[config.mk]
export PLATFORM = sky130hd
export DESIGN_NAME = mem_port_arbiter_flat
export DESIGN_NICKNAME = d
export VERILOG_FILES = /design/src/rtl/mem_port_arbiter_if.sv /design/src/rtl/mem_port_arbiter.sv /design/src/flat_wrapper.sv
export SDC_FILE = /design/constraint.sdc
export NUM_CORES = 1
export LEC_CHECK = 0
export CELL_PAD_IN_SITES_DETAIL_PLACEMENT = 0
export CELL_PAD_IN_SITES_GLOBAL_PLACEMENT = 2
export CORE_MARGIN = 2
export CORE_UTILIZATION = 29
export DETAILED_ROUTE_END_ITERATION = 10
export HOLD_SLACK_MARGIN = 0.08
export PLACE_DENSITY_LB_ADDON = 0.1
export REMOVE_ABC_BUFFERS = 1
export SYNTH_ARGS = -nofsm -noshare
export SYNTH_HDL_FRONTEND = slang
export SYNTH_SLANG_ARGS = --single-unit
[constraint.sdc]
create_clock -name clk -period 4.15 [get_ports clk]
set_clock_uncertainty 0.1 [all_clocks]
set_input_delay 0.83 -clock clk [delete_from_list [all_inputs] [get_ports clk]]
set_output_delay 0.83 -clock clk [all_outputs]
set_load 0.03 [all_outputs]
[src/rtl/mem_port_arbiter_if.sv]
// Bundle of requester handshakes and the shared memory port for mem_port_arbiter.
// The slave modport is the arbiter. The master modport is the requesters plus the memory macro.
interface mem_port_arbiter_if #(
    parameter int AW = 8,
    parameter int DW = 16
);
    logic          if_req;
    logic [AW-1:0] if_addr;
    logic          if_gnt;
    logic [DW-1:0] if_rdata;
    logic          if_valid;

    logic          dm_req;
    logic          dm_we;
    logic [AW-1:0] dm_addr;
    logic [DW-1:0] dm_wdata;
    logic          dm_gnt;
    logic [DW-1:0] dm_rdata;
    logic          dm_valid;

    logic          mem_en;
    logic          mem_we;
    logic [AW-1:0] mem_addr;
    logic [DW-1:0] mem_wdata;
    logic [DW-1:0] mem_rdata;

    modport slave (
        input  if_req, if_addr, dm_req, dm_we, dm_addr, dm_wdata, mem_rdata,
        output if_gnt, if_rdata, if_valid, dm_gnt, dm_rdata, dm_valid,
        output mem_en, mem_we, mem_addr, mem_wdata
    );

    modport master (
        output if_req, if_addr, dm_req, dm_we, dm_addr, dm_wdata, mem_rdata,
        input  if_gnt, if_rdata, if_valid, dm_gnt, dm_rdata, dm_valid,
        input  mem_en, mem_we, mem_addr, mem_wdata
    );
endinterface

[src/rtl/mem_port_arbiter.sv]
// Shares one single-port memory between instruction fetch and data load/store, one transaction at a time.
// Ties go to DM by default; defining MEM_ARB_RR_EN switches tie-breaking to round-robin.
module mem_port_arbiter #(
    parameter int AW   = 8,
    parameter int DW   = 16,
    parameter int WAIT = 1
) (
    input logic               clk,
    input logic               rst,
    mem_port_arbiter_if.slave bus
);
    localparam logic [1:0] IDLE   = 2'd0;
    localparam logic [1:0] ACCESS = 2'd1;
    localparam logic [1:0] DONE   = 2'd2;

    localparam logic OWNER_IF = 1'b0;
    localparam logic OWNER_DM = 1'b1;

    localparam logic [1:0] LAST_CNT = 2'(WAIT - 1);

    logic [1:0] state;
    logic [1:0] waitCnt;
    logic       owner;
    logic       nextOwner;

`ifdef MEM_ARB_RR_EN
    logic       lastOwner;
`endif

    // A lone requester always wins; only a tie consults the arbitration policy.
    always_comb begin
        nextOwner = OWNER_DM;
        if (bus.if_req && !bus.dm_req) begin
            nextOwner = OWNER_IF;
        end
`ifdef MEM_ARB_RR_EN
        else if (bus.if_req && bus.dm_req && lastOwner == OWNER_DM) begin
            nextOwner = OWNER_IF;
        end
`endif
    end

    always_ff @(posedge clk or posedge rst) begin
        if (rst) begin
            state         <= IDLE;
            waitCnt       <= 2'd0;
            owner         <= OWNER_DM;
`ifdef MEM_ARB_RR_EN
            lastOwner     <= OWNER_DM;
`endif
            bus.if_gnt    <= 1'b0;
            bus.dm_gnt    <= 1'b0;
            bus.if_valid  <= 1'b0;
            bus.dm_valid  <= 1'b0;
            bus.if_rdata  <= '0;
            bus.dm_rdata  <= '0;
            bus.mem_en    <= 1'b0;
            bus.mem_we    <= 1'b0;
            bus.mem_addr  <= '0;
            bus.mem_wdata <= '0;
        end else begin
            bus.if_gnt   <= 1'b0;
            bus.dm_gnt   <= 1'b0;
            bus.if_valid <= 1'b0;
            bus.dm_valid <= 1'b0;

            case (state)
                IDLE: begin
                    if (bus.if_req || bus.dm_req) begin
                        state      <= ACCESS;
                        waitCnt    <= 2'd0;
                        owner      <= nextOwner;
`ifdef MEM_ARB_RR_EN
                        lastOwner  <= nextOwner;
`endif
                        bus.mem_en <= 1'b1;
                        if (nextOwner == OWNER_DM) begin
                            bus.dm_gnt    <= 1'b1;
                            bus.mem_addr  <= bus.dm_addr;
                            bus.mem_we    <= bus.dm_we;
                            bus.mem_wdata <= bus.dm_wdata;
                        end else begin
                            bus.if_gnt   <= 1'b1;
                            bus.mem_addr <= bus.if_addr;
                            bus.mem_we   <= 1'b0;
                        end
                    end
                end

                // mem_we still holds the latched store flag on the final edge, so a store skips the rdata capture.
                ACCESS: begin
                    if (waitCnt == LAST_CNT) begin
                        state      <= DONE;
                        waitCnt    <= 2'd0;
                        bus.mem_en <= 1'b0;
                        bus.mem_we <= 1'b0;
                        if (owner == OWNER_IF) begin
                            bus.if_rdata <= bus.mem_rdata;
                            bus.if_valid <= 1'b1;
                        end else begin
                            if (!bus.mem_we) begin
                                bus.dm_rdata <= bus.mem_rdata;
                            end
                            bus.dm_valid <= 1'b1;
                        end
                    end else begin
                        waitCnt <= waitCnt + 2'd1;
                    end
                end

                DONE: begin
                    state <= IDLE;
                end

                default: begin
                    state <= IDLE;
                end
            endcase
        end
    end
endmodule

[src/flat_wrapper.sv]
// flat-port wrapper written by rule: the top's interface ports become plain ports
module mem_port_arbiter_flat 
#(
    parameter int AW   = 8,
    parameter int DW   = 16,
    parameter int WAIT = 1
)
  (clk, rst, bus_if_req, bus_if_addr, bus_dm_req, bus_dm_we, bus_dm_addr, bus_dm_wdata, bus_mem_rdata, bus_if_gnt, bus_if_rdata, bus_if_valid, bus_dm_gnt, bus_dm_rdata, bus_dm_valid, bus_mem_en, bus_mem_we, bus_mem_addr, bus_mem_wdata);
  mem_port_arbiter_if #(.AW(AW), .DW(DW)) bus_i ();
  input logic clk;
  input logic rst;
  input wire logic [$bits(bus_i.if_req)-1:0] bus_if_req;
  input wire logic [$bits(bus_i.if_addr)-1:0] bus_if_addr;
  input wire logic [$bits(bus_i.dm_req)-1:0] bus_dm_req;
  input wire logic [$bits(bus_i.dm_we)-1:0] bus_dm_we;
  input wire logic [$bits(bus_i.dm_addr)-1:0] bus_dm_addr;
  input wire logic [$bits(bus_i.dm_wdata)-1:0] bus_dm_wdata;
  input wire logic [$bits(bus_i.mem_rdata)-1:0] bus_mem_rdata;
  output wire logic [$bits(bus_i.if_gnt)-1:0] bus_if_gnt;
  output wire logic [$bits(bus_i.if_rdata)-1:0] bus_if_rdata;
  output wire logic [$bits(bus_i.if_valid)-1:0] bus_if_valid;
  output wire logic [$bits(bus_i.dm_gnt)-1:0] bus_dm_gnt;
  output wire logic [$bits(bus_i.dm_rdata)-1:0] bus_dm_rdata;
  output wire logic [$bits(bus_i.dm_valid)-1:0] bus_dm_valid;
  output wire logic [$bits(bus_i.mem_en)-1:0] bus_mem_en;
  output wire logic [$bits(bus_i.mem_we)-1:0] bus_mem_we;
  output wire logic [$bits(bus_i.mem_addr)-1:0] bus_mem_addr;
  output wire logic [$bits(bus_i.mem_wdata)-1:0] bus_mem_wdata;
  assign bus_i.if_req = bus_if_req;
  assign bus_i.if_addr = bus_if_addr;
  assign bus_i.dm_req = bus_dm_req;
  assign bus_i.dm_we = bus_dm_we;
  assign bus_i.dm_addr = bus_dm_addr;
  assign bus_i.dm_wdata = bus_dm_wdata;
  assign bus_i.mem_rdata = bus_mem_rdata;
  assign bus_if_gnt = bus_i.if_gnt;
  assign bus_if_rdata = bus_i.if_rdata;
  assign bus_if_valid = bus_i.if_valid;
  assign bus_dm_gnt = bus_i.dm_gnt;
  assign bus_dm_rdata = bus_i.dm_rdata;
  assign bus_dm_valid = bus_i.dm_valid;
  assign bus_mem_en = bus_i.mem_en;
  assign bus_mem_we = bus_i.mem_we;
  assign bus_mem_addr = bus_i.mem_addr;
  assign bus_mem_wdata = bus_i.mem_wdata;
  mem_port_arbiter #(.AW(AW), .DW(DW), .WAIT(WAIT)) u_core (.clk(clk), .rst(rst), .bus(bus_i));
endmodule
* After elaboration in Yosys (flattened, before gate mapping)
Index checks and enable logic that the tools add are counted. W data, S select, Z words.
Cells by class: muxes and demuxes 25, bitwise logic cells 3, eq/ne operators 3, reduce and logical (&&, ||, !) cells 13, $add $sub $neg 1
Operators by type and width (count):
- $mux W1 | 16
- $reduce_and A3 Y1 | 3
- $mux W2 | 4
- $mux W8 | 1
- $pmux W2 S2 | 2
- $reduce_and A2 Y1 | 3
- $logic_not A2 Y1 | 2
- $ne A2 B1 Y1 const B | 2
- $pmux W1 S2 | 2
- $reduce_and A4 Y1 | 1
- $not A1 Y1 | 3
- $add A2 B1 Y2 const B | 1
- $eq A2 B1 Y1 const B | 1
- $reduce_bool A2 Y1 | 1
- $logic_and A1 B1 Y1 | 1
- $logic_not A1 Y1 | 1
- $logic_or A1 B1 Y1 | 1
Storage, ports and cells: word-level logic and storage cells 58, input port bits 53, flip-flop bits (word level) 67, output and inout bits 62

* Longest topological paths before layout
Gate-level depths: netlist of the first run.
depth in word-level cells 5, gate-level depth with buffers 6, mapped depth without buffers 5

* Worst setup path after synthesis of the first run
Ideal clock, no wire load.
path kind input-to-reg, start input bus_dm_req, end register u_core.bus.mem_wdata[0], stages 3, data required time 3925 ps, slack 2143 ps, arrival 1782 ps, cells stage by stage nor3b_2 buf_4 mux2_2
Between the ends: cells in the longest elaborated chain, start to end 4
RTL lines:
- from (decl) | line flat_wrapper.sv:14 | input wire logic [$bits(bus_i.dm_req)-1:0] bus_dm_req;
- $logic_not A1 Y1 | line mem_port_arbiter.sv:33 | if (bus.if_req && !bus.dm_req) begin
- $logic_and A1 B1 Y1 | line mem_port_arbiter.sv:33
- $not A1 Y1 (no line)
- $reduce_and A3 Y1 (no line) (*)
- to (signal assigned) | line mem_port_arbiter.sv:81 | bus.mem_wdata <= bus.dm_wdata;
- to (decl) | line mem_port_arbiter_if.sv:30 | output mem_en, mem_we, mem_addr, mem_wdata
Mark *: on every way between the ends. The rest lies on a longest branch, timed or not. A chain may end at the register's enable or synchronous reset.

* Worst setup path in the final report of the first run
start register u_core.bus.mem_we, end output bus_mem_we
RTL lines:
- from (decl) | line mem_port_arbiter_if.sv:30
- from (signal assigned) | line mem_port_arbiter.sv:80 | bus.mem_we <= bus.dm_we;
- to (decl) | line flat_wrapper.sv:26 | output wire logic [$bits(bus_i.mem_we)-1:0] bus_mem_we;
No word-level cell between the ends.

==> metrics.csv, run 1 <==
metric;value;unit
gpl congestion;0.694;
# resized after CTS;0;
Starting Density;30.2;%
largest family of logic cells by synthesized area;multiplexers;
post-synth top area cell;dfrtp_1;
wire length per cell after detailed routing;14.8;um
Setup Buffers After CTS;0;
crit-path cells;clkdlybuf4s50_1;
CTS tree;built;
Synth top area share;62.5;%
XOR/XNOR Fraction of Synth Area;0;%
Slew HR;36.6;%
Worst Path Required;3.22;ns
mean post-synth cell area;15.1;um^2
top-count cell post-synth;dfrtp_1;
Internal;2.31;mW
area of placed instances;3910;um^2
CP Max Fanout;3;
Setup crit start kind;flop;
NumNets Final;351;
CTS H-tree lvls;3;
NetSw;1.46;mW
# fillers;794;
LEAKAGE;1.75;nW
layout cells sized above 1;23.9;%
remaining global-route overflow;0;
commonest cells in the synthesized netlist;66 x dfrtp_1, 48 x mux2_2, 13 x inv_1;
Die H;99.5;um
pre-CTS setup slack;1.60;ns
I/O Pins;115;
Mapped Area;2640;um^2
ys flop type;dfrtp_1;
vias per cell;4.46;
Hold Crit Class;flop to flop;
clock buffer count from CTS;9;
adder-cell area share of the yosys netlist;0.947;%
WHS Path Cells;1;
Core Box Area;8760;um^2
Num Clock Sinks;67;
CP max-delay cell;clkdlybuf4s50_1;
Clock Power Share;17.8;%
PortBufs;114;
Crit Reg-Reg Endpoint;u_core.bus.dm_rdata[5]$_DFFE_PP0P_;
Distinct cells, synth;25;
Sw Share;38.7;%
DR iter-0 viols;15;
crit share post-route;57.3;%
design area;4160;um^2
Combinational Power Share;51.5;%
Period minus WS final;2.38;ns
vias in the first global route;1991;
Final Max Slew Viols;0;
Max Cap Viol;0;
Post-CTS Hold Buffers;0;
synthesis-to-layout area growth;57.4;%
DR pass1 iterations;4;
initial antenna violation count;0;
CP peak stage delay;0.69;ns
worst path arrival time;1.45;ns
cell count after synthesis;175;
Hold Violations, Final;0;
RR Startpoint;u_core.waitCnt[0]$_DFFE_PP0P_;
mux cell area share after synthesis;23.5;%
compound-gate portion of the synthesized area;3.88;%
power share of the sequential group;30.7;%
EDFF count, synth;0;
family with the most delay on the worst path;buffers and inverters;
Sequential Area;1680;um^2
Antenna Violating Nets Remaining;0;
r2r worst-path depth;5;
maximum VDD drop;0.346;mV
clk root buf;clkbuf_8;
diode count;0;
Pwr per Cell Area;907;nW/um^2
fin util;47.5;%
Post-Synth Simple-Gate Area;4.69;%
first-pass GRT wire length;10300;um
Worst-path clk slew;0.07;ns
worst slew pin tran;0.950;ns
DP HPWL;4330;um
FMAX;420;MHz
hold path start;u_core.bus.mem_en$_DFFE_PP0P_;
die width;99.5;um
clk_lat worst skew;0.33;ns
Setup violations, final;0;
endpoint class of the critical path;primary output;
Final WS setup;1.77;ns
critical path class;flop to primary output;
R2R setup slack;1.84;ns
Routed WL;6050;um
synth warn;0;
Clock Tree Buf Depth;2;
status;complete, no violations;
Vias;1825;
Area contributors post-synth;dfrtp_1 63%, mux2_2 20%, mux2i_1 3.0%;
DRC viols;0;
crit path buf inv count;1;
Placement Rows;34;
global-route usage over all layers;13.4;%
die footprint;9890;um^2
multi-input logic area;878;um^2
Yosys reg bits;67;
asr flop ratio synth;100;%
register area share after synthesis;63.5;%
RSZ-0062 raised after global routing;no;
TNS Setup;0;ns
largest net degree at the start of global routing;35;
hold path endpoint;u_core.bus.mem_en$_DFFE_PP0P_;
## layout make-up
| cell class | instances | area share (%) |
|---|---|---|
| Tap cell | 108 | 3.25 |
| Clock inverter | 6 | 2.71 |
| Inverter | 13 | 1.17 |
| Clock buffer | 10 | 3.31 |
| Multi-Input combinational cell | 89 | 21.1 |
| Timing Repair Buffer | 116 | 28.1 |
| Sequential cell | 67 | 40.3 |
## kinds of logic after synthesis
| group | after synthesis |
|---|---|
| simple gates | 16 |
| compound gates | 15 |
| buf+inv | 19 |
| mux | 56 |
| fa+ha+maj | 2 |
| flops | 67 |
## sequential cells by signal, summed over array words and instances, names as in the netlist
| signal | count |
|---|---|
| u_core.bus.mem_wdata | 16 |
| u_core.bus.dm_rdata | 16 |
| u_core.bus.mem_en | 1 |
| u_core.state | 2 |
| u_core.bus.if_valid | 1 |
| u_core.owner | 1 |
| u_core.waitCnt | 2 |
| u_core.bus.mem_we | 1 |
| u_core.bus.dm_valid | 1 |
| u_core.bus.if_gnt | 1 |
| u_core.bus.mem_addr | 8 |
| u_core.bus.dm_gnt | 1 |
| u_core.bus.if_rdata | 16 |
## layout by cell type, fill, tap and decap left out, drive strengths merged
cell / instances
clkdlybuf4s50: 114
dfrtp: 66
mux2: 48
inv: 13
clkbuf: 10
o22ai: 8
mux2i: 8
nand2: 4
nor2b: 3
a21o: 3
o31ai: 3
clkinvlp: 3
bufinv: 3
nor3b: 2
ha: 2
nor2: 2
buf: 2
nand3b: 1
o21a: 1
and3: 1
and2: 1
nor3: 1
nand4bb: 1
dfstp: 1
## power groups by stage
stage	Combinational [mW]	Clock [mW]	Sequential (mW)
after floorplan	0.567	0	1.75
after global placement	1.96	0	1.16
after detailed placement	1.97	0	1.17
after CTS	1.97	0.698	1.16
after global routing	2.06	0.732	1.21
final	1.94	0.673	1.16
## layer usage
metal	part of all wire (%)	up-vias	GRT usage [%]
met2	44	73	19.4
met3	8.9	11	5.62
met1	45	881	17.3
li1	-	860	-
met5	0	-	0
met4	2.1	0	6.32
## through the flow
step                cells  hold slack (ns)  total power, mW
floorplan             169            0.412             2.32
global placement      393            0.361             3.13
detailed placement    393            0.372             3.14
CTS                   409            0.389             3.84
global route          409            0.428             4.00
finish                409            0.382             3.77
## how the worst max path moves through the flow
stage / startpoint / end / slack, ns / depth (start not counted)
after floorplan: rst / u_core.bus.dm_gnt$_DFF_PP0_ / 1.54 / 1
after global placement: bus_dm_req / u_core.bus.mem_wdata[0]$_DFFE_PP0P_ / 1.62 / 4
after detailed placement: bus_dm_req / u_core.bus.mem_wdata[8]$_DFFE_PP0P_ / 1.60 / 4
after CTS: u_core.bus.mem_we$_DFFE_PP0P_ / bus_mem_we / 1.73 / 1
after global routing: u_core.bus.mem_we$_DFFE_PP0P_ / bus_mem_we / 1.68 / 1
final: u_core.bus.mem_we$_DFFE_PP0P_ / bus_mem_we / 1.77 / 1
Note: power is estimated with default switching activity, not from simulation.
==> run 2: changes to the inputs <==
- CORE_UTILIZATION: 29 -> 24
- clock period: 4.15 -> 2 ns (I/O delays scaled with it)
==> run 2 against run 1 <==
Effect of this change: register-to-register slack got worse by 1.7 ns; hold slack got worse by 0.20 ns; first-iteration DRC count rose to 2.7 times the previous value; largest cell class unchanged; sequential cell count unchanged; core utilization decreased by 8.4 points; routed wire length up 6.3%.
==> metrics.csv, run 2 (same netlist as run 1, synthesis figures left out) <==
metric;value;unit;change
endpoint class of the critical path;primary output;;
DP HPWL;4550;um;+5.0%
Setup Buffers After CTS;0;;unchanged
Slew HR;56.3;%;+20 points
global-route usage over all layers;11.5;%;-1.9 points
largest net degree at the start of global routing;61;;+74%
Worst Path Required;1.50;ns;-1.72 ns
commonest non-fill, non-tap cell in the layout;clkdlybuf4s50_1;;
Combinational Power Share;55.4;%;+3.9 points
Pwr per Cell Area;1810;nW/um^2;+100%
worst path arrival time;1.38;ns;-0.07 ns
Die H;109;um;+9.5%
synthesis-to-layout area growth;59.6;%;
initial antenna violation count;0;;unchanged
vias per cell;4.09;;-8.2%
FMAX;532;MHz;
NumNets Final;356;;+1.4%
PortBufs;114;;unchanged
DR iter-0 viols;40;;+25
Placement Rows;38;;+12%
vias in the first global route;2056;;+3.3%
Max Cap Viol;0;;unchanged
crit path buf inv count;1;;unchanged
Pwr Total;7.64;mW;+100%
# fillers;1081;;+36%
Hold Violations, Final;0;;unchanged
Worst-path clk slew;0.07;ns;about the same
crit share post-route;94.0;%;
CTS H-tree lvls;3;;unchanged
RSZ-0062 raised after global routing;no;;
Starting Density;24.5;%;-5.7 points
critical path class;flop to primary output;;
Vias;1822;;-0.16%
Setup crit start kind;flop;;
Clock Power Share;13.4;%;-4.4 points
Routed WL;6430;um;+6.3%
CP Max Fanout;2;;-1
Period minus WS final;1.88;ns;
DRC viols;0;;unchanged
CTS tree;built;;
Setup violations, final;0;;unchanged
Largest regs;u_core.bus.dm_rdata x16, u_core.bus.if_rdata x16, u_core.bus.mem_wdata x16;;
first-pass GRT wire length;10200;um;-0.27%
die footprint;11900;um^2;+20%
commonest non-fill, non-tap cells in the layout;113 x clkdlybuf4s50_1, 66 x dfrtp_1, 48 x mux2_2, 12 x inv_1, 12 x clkbuf_8;;
clk root buf;clkbuf_8;;
Internal;4.61;mW;+99%
die width;109;um;+9.5%
remaining global-route overflow;0;;unchanged
Num Clock Sinks;67;;unchanged
multi-input logic area;878;um^2;unchanged
layout cells sized above 1;24.6;%;+0.67 points
worst slew pin tran;0.654;ns;-0.296 ns
fin util;39.1;%;-8.4 points
LEAKAGE;1.79;nW;+2.0%
NetSw;3.02;mW;+110%
wire length per cell after detailed routing;14.4;um;-2.3%
I/O Pins;115;;unchanged
Antenna Violating Nets Remaining;0;;unchanged
status;complete, no violations;;
clock buffer count from CTS;9;;unchanged
gpl congestion;0.659;;-5.0%
CP peak stage delay;0.70;ns;about the same
crit-path cells;clkdlybuf4s50_1;;
diode count;0;;unchanged
maximum VDD drop;0.678;mV;+96%
Clock Tree Buf Depth;2;;unchanged
Sequential Area;1680;um^2;unchanged
clk_lat worst skew;0.33;ns;about the same
Hold Crit Class;input pin to asynchronous set/reset pin;;
Sw Share;39.6;%;+0.89 points
Final Max Slew Viols;0;;unchanged
family with the most delay on the worst path;buffers and inverters;;
power share of the sequential group;31.2;%;+0.5 points
CP max-delay cell;clkdlybuf4s50_1;;
DR pass1 iterations;4;;unchanged
Core Box Area;10800;um^2;+23%
run 2: cell types whose count changed in the layout (fill, tap and decap cells not counted), sizes merged:
cell           change
clkdlybuf4s50      -1
clkbuf             +3
clkinv             +2
bufinv             -3
clkinvlp           -3
dlymetal6s2s       +1
buf                +5
run 2: final cells by class:
cell class / instances / area share (%)
Sequential cell: 67 / 39.8
Timing Repair Buffer: 121 / 29.8
Clock buffer: 13 / 4.00
Inverter: 13 / 1.16
Tap cell: 140 / 4.15
Clock inverter: 2 / 0.237
Multi-Input combinational cell: 89 / 20.8
run 2: power groups by stage:
stage | clock [mW] | sequential, mW | combinational, mW
after floorplan | 0 | 3.64 | 1.18
after global placement | 0 | 2.41 | 4.28
after detailed placement | 0 | 2.42 | 4.30
after CTS | 1.08 | 2.40 | 4.30
after global routing | 1.16 | 2.49 | 4.48
final | 1.03 | 2.38 | 4.23
run 2: path summary, 6_finish.rpt:
check / start / endpoint / slack (ns) / depth (start not counted)
setup reg to reg: u_core.waitCnt[0]$_DFFE_PP0P_ / u_core.bus.dm_rdata[9]$_DFFE_PP0P_ / 0.14 / 6
min in group clk: u_core.bus.mem_en$_DFFE_PP0P_ / u_core.bus.mem_en$_DFFE_PP0P_ / 0.39 / 1
max in group asynchronous: rst / u_core.owner$_DFFE_PP1P_ / 0.99 / 3
setup / recovery: u_core.bus.mem_addr[0]$_DFFE_PP0P_ / bus_mem_addr[0] / 0.12 / 1
hold / removal: rst / u_core.bus.mem_wdata[7]$_DFFE_PP0P_ / 0.18 / 2
hold reg to reg: u_core.bus.mem_en$_DFFE_PP0P_ / u_core.bus.mem_en$_DFFE_PP0P_ / 0.39 / 1
run 2: worst reg2reg max path: cells and delay by family, from the launching register on:
family	cells	cell delay (ns)
muxes	1	0.34
DFF	1	0.36
buffers and inverters	2	0.29
adders and majority gates	1	0.27
and+or+nand+nor	2	0.38
run 2: stage by stage:
step	hold slack [ns]	setup TNS [ns]	setup slack [ns]	instance area, um^2	std cells
after floorplan	0.412	-13.03	-0.182	2600	169
after global placement	0.363	-0.619	-0.0809	4040	430
after detailed placement	0.384	-0.551	-0.107	4040	430
after CTS	0.165	0	0.00929	4220	445
after global routing	0.190	0	0.0317	4220	445
final	0.185	0	0.119	4220	445
run 2: routing by layer:
metal | share of wire (%) | vias to the layer above | global-route usage (%)
li1 | - | 861 | -
met2 | 48 | 75 | 18.6
met3 | 11 | 2 | 6.58
met4 | 0.50 | 0 | 3.02
met5 | 0 | - | 0
met1 | 41 | 884 | 13.0
run 2: repair_timing:
| item | 4_1_cts | 5_1_grt |
|---|---|---|
| resized for setup | 0 | 1 |
| hold buffers | 0 | 0 |
| endpoints found under the setup margin | 0 | 1 |
==> run 3: changes to the inputs <==
==> constraint.sdc (replaced) <==
create_clock -name clk -period 2 [get_ports clk]
set_clock_uncertainty 0.1 [all_clocks]
set_input_delay 0.6 -clock clk [delete_from_list [all_inputs] [get_ports clk]]
set_output_delay 0.6 -clock clk [all_outputs]
set_load 0.03 [all_outputs]
==> run 3 against run 2 <==
Effect of this change: sequential share of layout area grew 0.33 points; total power shrank 6.0%; sequential power is essentially flat; routed wire length grew 0.33%; via count grew 2.5%; first-iteration DRC count shrank 43%; global-route usage grew 0.30 points; cell area shrank 0.83%; clock-buffer cell count shrank 3; combinational power shrank 10%; critical endpoint is now bus_mem_en; largest cell class unchanged.
==> metrics.csv, run 3 (same netlist as run 1, synthesis figures left out) <==
metric;value;unit;change
gpl congestion;0.636;;-3.5%
layout cells sized above 1;27.6;%;+3.0 points
status;complete, no violations;;
Pwr Total;7.18;mW;-6.0%
hold path start;u_core.bus.mem_wdata[1]$_DFFE_PP0P_;;
Clock Power Share;14.2;%;+0.8 points
initial antenna violation count;0;;unchanged
Largest regs;u_core.bus.dm_rdata x16, u_core.bus.if_rdata x16, u_core.bus.mem_wdata x16;;
clk root buf;clkbuf_8;;
DP HPWL;4710;um;+3.6%
Worst-path clk slew;0.08;ns;about the same
wire length per cell after detailed routing;14.2;um;-1.9%
Internal;4.13;mW;-11%
R2R setup slack;0.18;ns;+0.04 ns
Hold Violations, Final;0;;unchanged
DR iter-0 viols;23;;-43%
NumNets Final;365;;+2.5%
remaining global-route overflow;0;;unchanged
Worst Path Required;1.30;ns;-0.20 ns
Num Clock Sinks;67;;unchanged
multi-input logic area;881;um^2;+0.28%
global-route usage over all layers;11.8;%;+0.30 points
Pwr per Cell Area;1720;nW/um^2;-5.2%
clk_lat worst skew;0.34;ns;about the same
CP Max Fanout;2;;unchanged
RSZ-0062 raised after global routing;no;;
vias per cell;4.10;;+0.22%
family with the most delay on the worst path;buffers and inverters;;
CP Launch Point;u_core.bus.mem_en$_DFFE_PP0P_;;
DR top layer;met4;;
NetSw;3.05;mW;+0.97%
CP max-delay cell;dlygate4sd2_1;;
r2r worst-path depth;6;;unchanged
crit-path cells;dlygate4sd2_1;;
die width;109;um;unchanged
RR Startpoint;u_core.waitCnt[0]$_DFFE_PP0P_;;
endpoint class of the critical path;primary output;;
dpl cells;439;;+2.1%
FMAX;550;MHz;+3.3%
Starting Density;24.5;%;unchanged
Setup crit start kind;flop;;
fin util;38.8;%;-0.32 points
crit share post-route;91.0;%;-3.0 points
Placement Rows;38;;unchanged
clock buffer count from CTS;9;;unchanged
Final Max Slew Viols;0;;unchanged
routed wl met2;3030;um;-1.2%
DRC viols;0;;unchanged
# fillers;1042;;-3.6%
Setup Buffers After CTS;0;;unchanged
CTS H-tree lvls;3;;unchanged
worst path arrival time;1.12;ns;-0.26 ns
Core Box Area;10800;um^2;unchanged
CP peak stage delay;0.42;ns;-0.28 ns
Die H;109;um;unchanged
Setup violations, final;0;;unchanged
CTS tree;built;;
Sequential Area;1680;um^2;unchanged
synthesis-to-layout area growth;58.3;%;
hold path endpoint;u_core.bus.mem_wdata[1]$_DFFE_PP0P_;;
commonest non-fill, non-tap cells in the layout;66 x dfrtp_1, 62 x dlygate4sd2_1, 52 x clkdlybuf4s50_1, 48 x mux2_2, 13 x buf_4;;
Post-CTS Hold Buffers;0;;unchanged
maximum VDD drop;0.626;mV;-7.7%
crit path buf inv count;1;;unchanged
commonest non-fill, non-tap cell in the layout;dfrtp_1;;
largest net degree at the start of global routing;37;;-39%
power share of the sequential group;33.0;%;+1.8 points
Slew HR;72.7;%;+16 points
Period minus WS final;1.82;ns;-0.0609 ns
Sw Share;42.5;%;+2.9 points
Routed WL;6450;um;+0.33%
critical path class;flop to primary output;;
die footprint;11900;um^2;unchanged
I/O Pins;115;;unchanged
Vias;1867;;+2.5%
Hold Crit Class;flop to flop;;
Crit Reg-Reg Endpoint;u_core.bus.dm_rdata[3]$_DFFE_PP0P_;;
Antenna Violating Nets Remaining;0;;unchanged
diode count;0;;unchanged
vias in the first global route;2081;;+1.2%
DR pass1 iterations;3;;-1
worst slew pin tran;0.409;ns;-0.245 ns
Max Cap Viol;0;;unchanged
WHS Path Cells;1;;
Clock Tree Buf Depth;2;;unchanged
PortBufs;114;;unchanged
LEAKAGE;1.91;nW;+6.8%
Combinational Power Share;52.8;%;-2.6 points
Met3 Wirelength;719;um;-0.28%
M1 WL;2600;um;-0.69%
TNS Setup;0;ns;unchanged
fin cells;455;;+2.2%
first-pass GRT wire length;10500;um;+2.0%
run 3: cell types whose count changed in the layout (fill, tap and decap cells not counted), sizes merged:
cell           delta
buf               +9
clkbuf            -3
clkdlybuf4s50    -61
clkinv            +1
clkinvlp          +3
dlygate4sd2      +62
dlymetal6s2s      -1
run 3: worst max path at each step:
stage / endpoint / slack [ns] / cells after the start
3_5_place_dp: u_core.bus.mem_wdata[12]$_DFFE_PP0P_ / -0.1 / 4
2_1_floorplan: u_core.bus.dm_gnt$_DFF_PP0_ / -0.38 / 1
6_report: bus_mem_en / 0.18 / 1
4_1_cts: u_core.bus.dm_rdata[9]$_DFFE_PP0P_ / 0.10 / 6
5_1_grt: u_core.bus.dm_rdata[3]$_DFFE_PP0P_ / 0.04 / 6
3_3_place_gp: u_core.bus.mem_wdata[12]$_DFFE_PP0P_ / -0.10 / 4
run 3: repair_timing:
action	CTS	global route
gates cloned	0	0
resized for setup	62	1
endpoints found under the hold margin	0	0
endpoints found under the setup margin	62	5
run 3: power by group through the flow:
stage / sequential, mW / clock, mW / combinational (mW)
after global routing: 2.47 / 1.15 / 4.05
after CTS: 2.39 / 1.09 / 3.86
after floorplan: 3.64 / 0 / 1.18
final: 2.37 / 1.02 / 3.79
after detailed placement: 2.43 / 0 / 4.29
after global placement: 2.42 / 0 / 4.28
run 3: cell type report:
| class | count | area share, % |
|---|---|---|
| multi-input combinational | 89 | 21.1 |
| tap | 140 | 4.19 |
| clock inverter | 6 | 0.987 |
| inverter | 13 | 1.17 |
| clock buffer | 10 | 3.29 |
| timing repair buffer | 130 | 29.2 |
| sequential | 67 | 40.1 |
run 3: metrics by stage:
step	area, um^2	hold slack [ns]	setup slack, ns
2_1_floorplan	2600	0.412	-0.382
3_3_place_gp	4080	0.368	-0.101
3_5_place_dp	4080	0.394	-0.0993
4_1_cts	4180	0.407	0.102
5_1_grt	4180	0.414	0.0354
6_report	4180	0.401	0.180
run 3: layer usage:
metal	vias up	GRT usage [%]
met4	0	4.67
met5	-	0
li1	894	-
met1	883	13.3
met3	12	6.22
met2	78	18.9
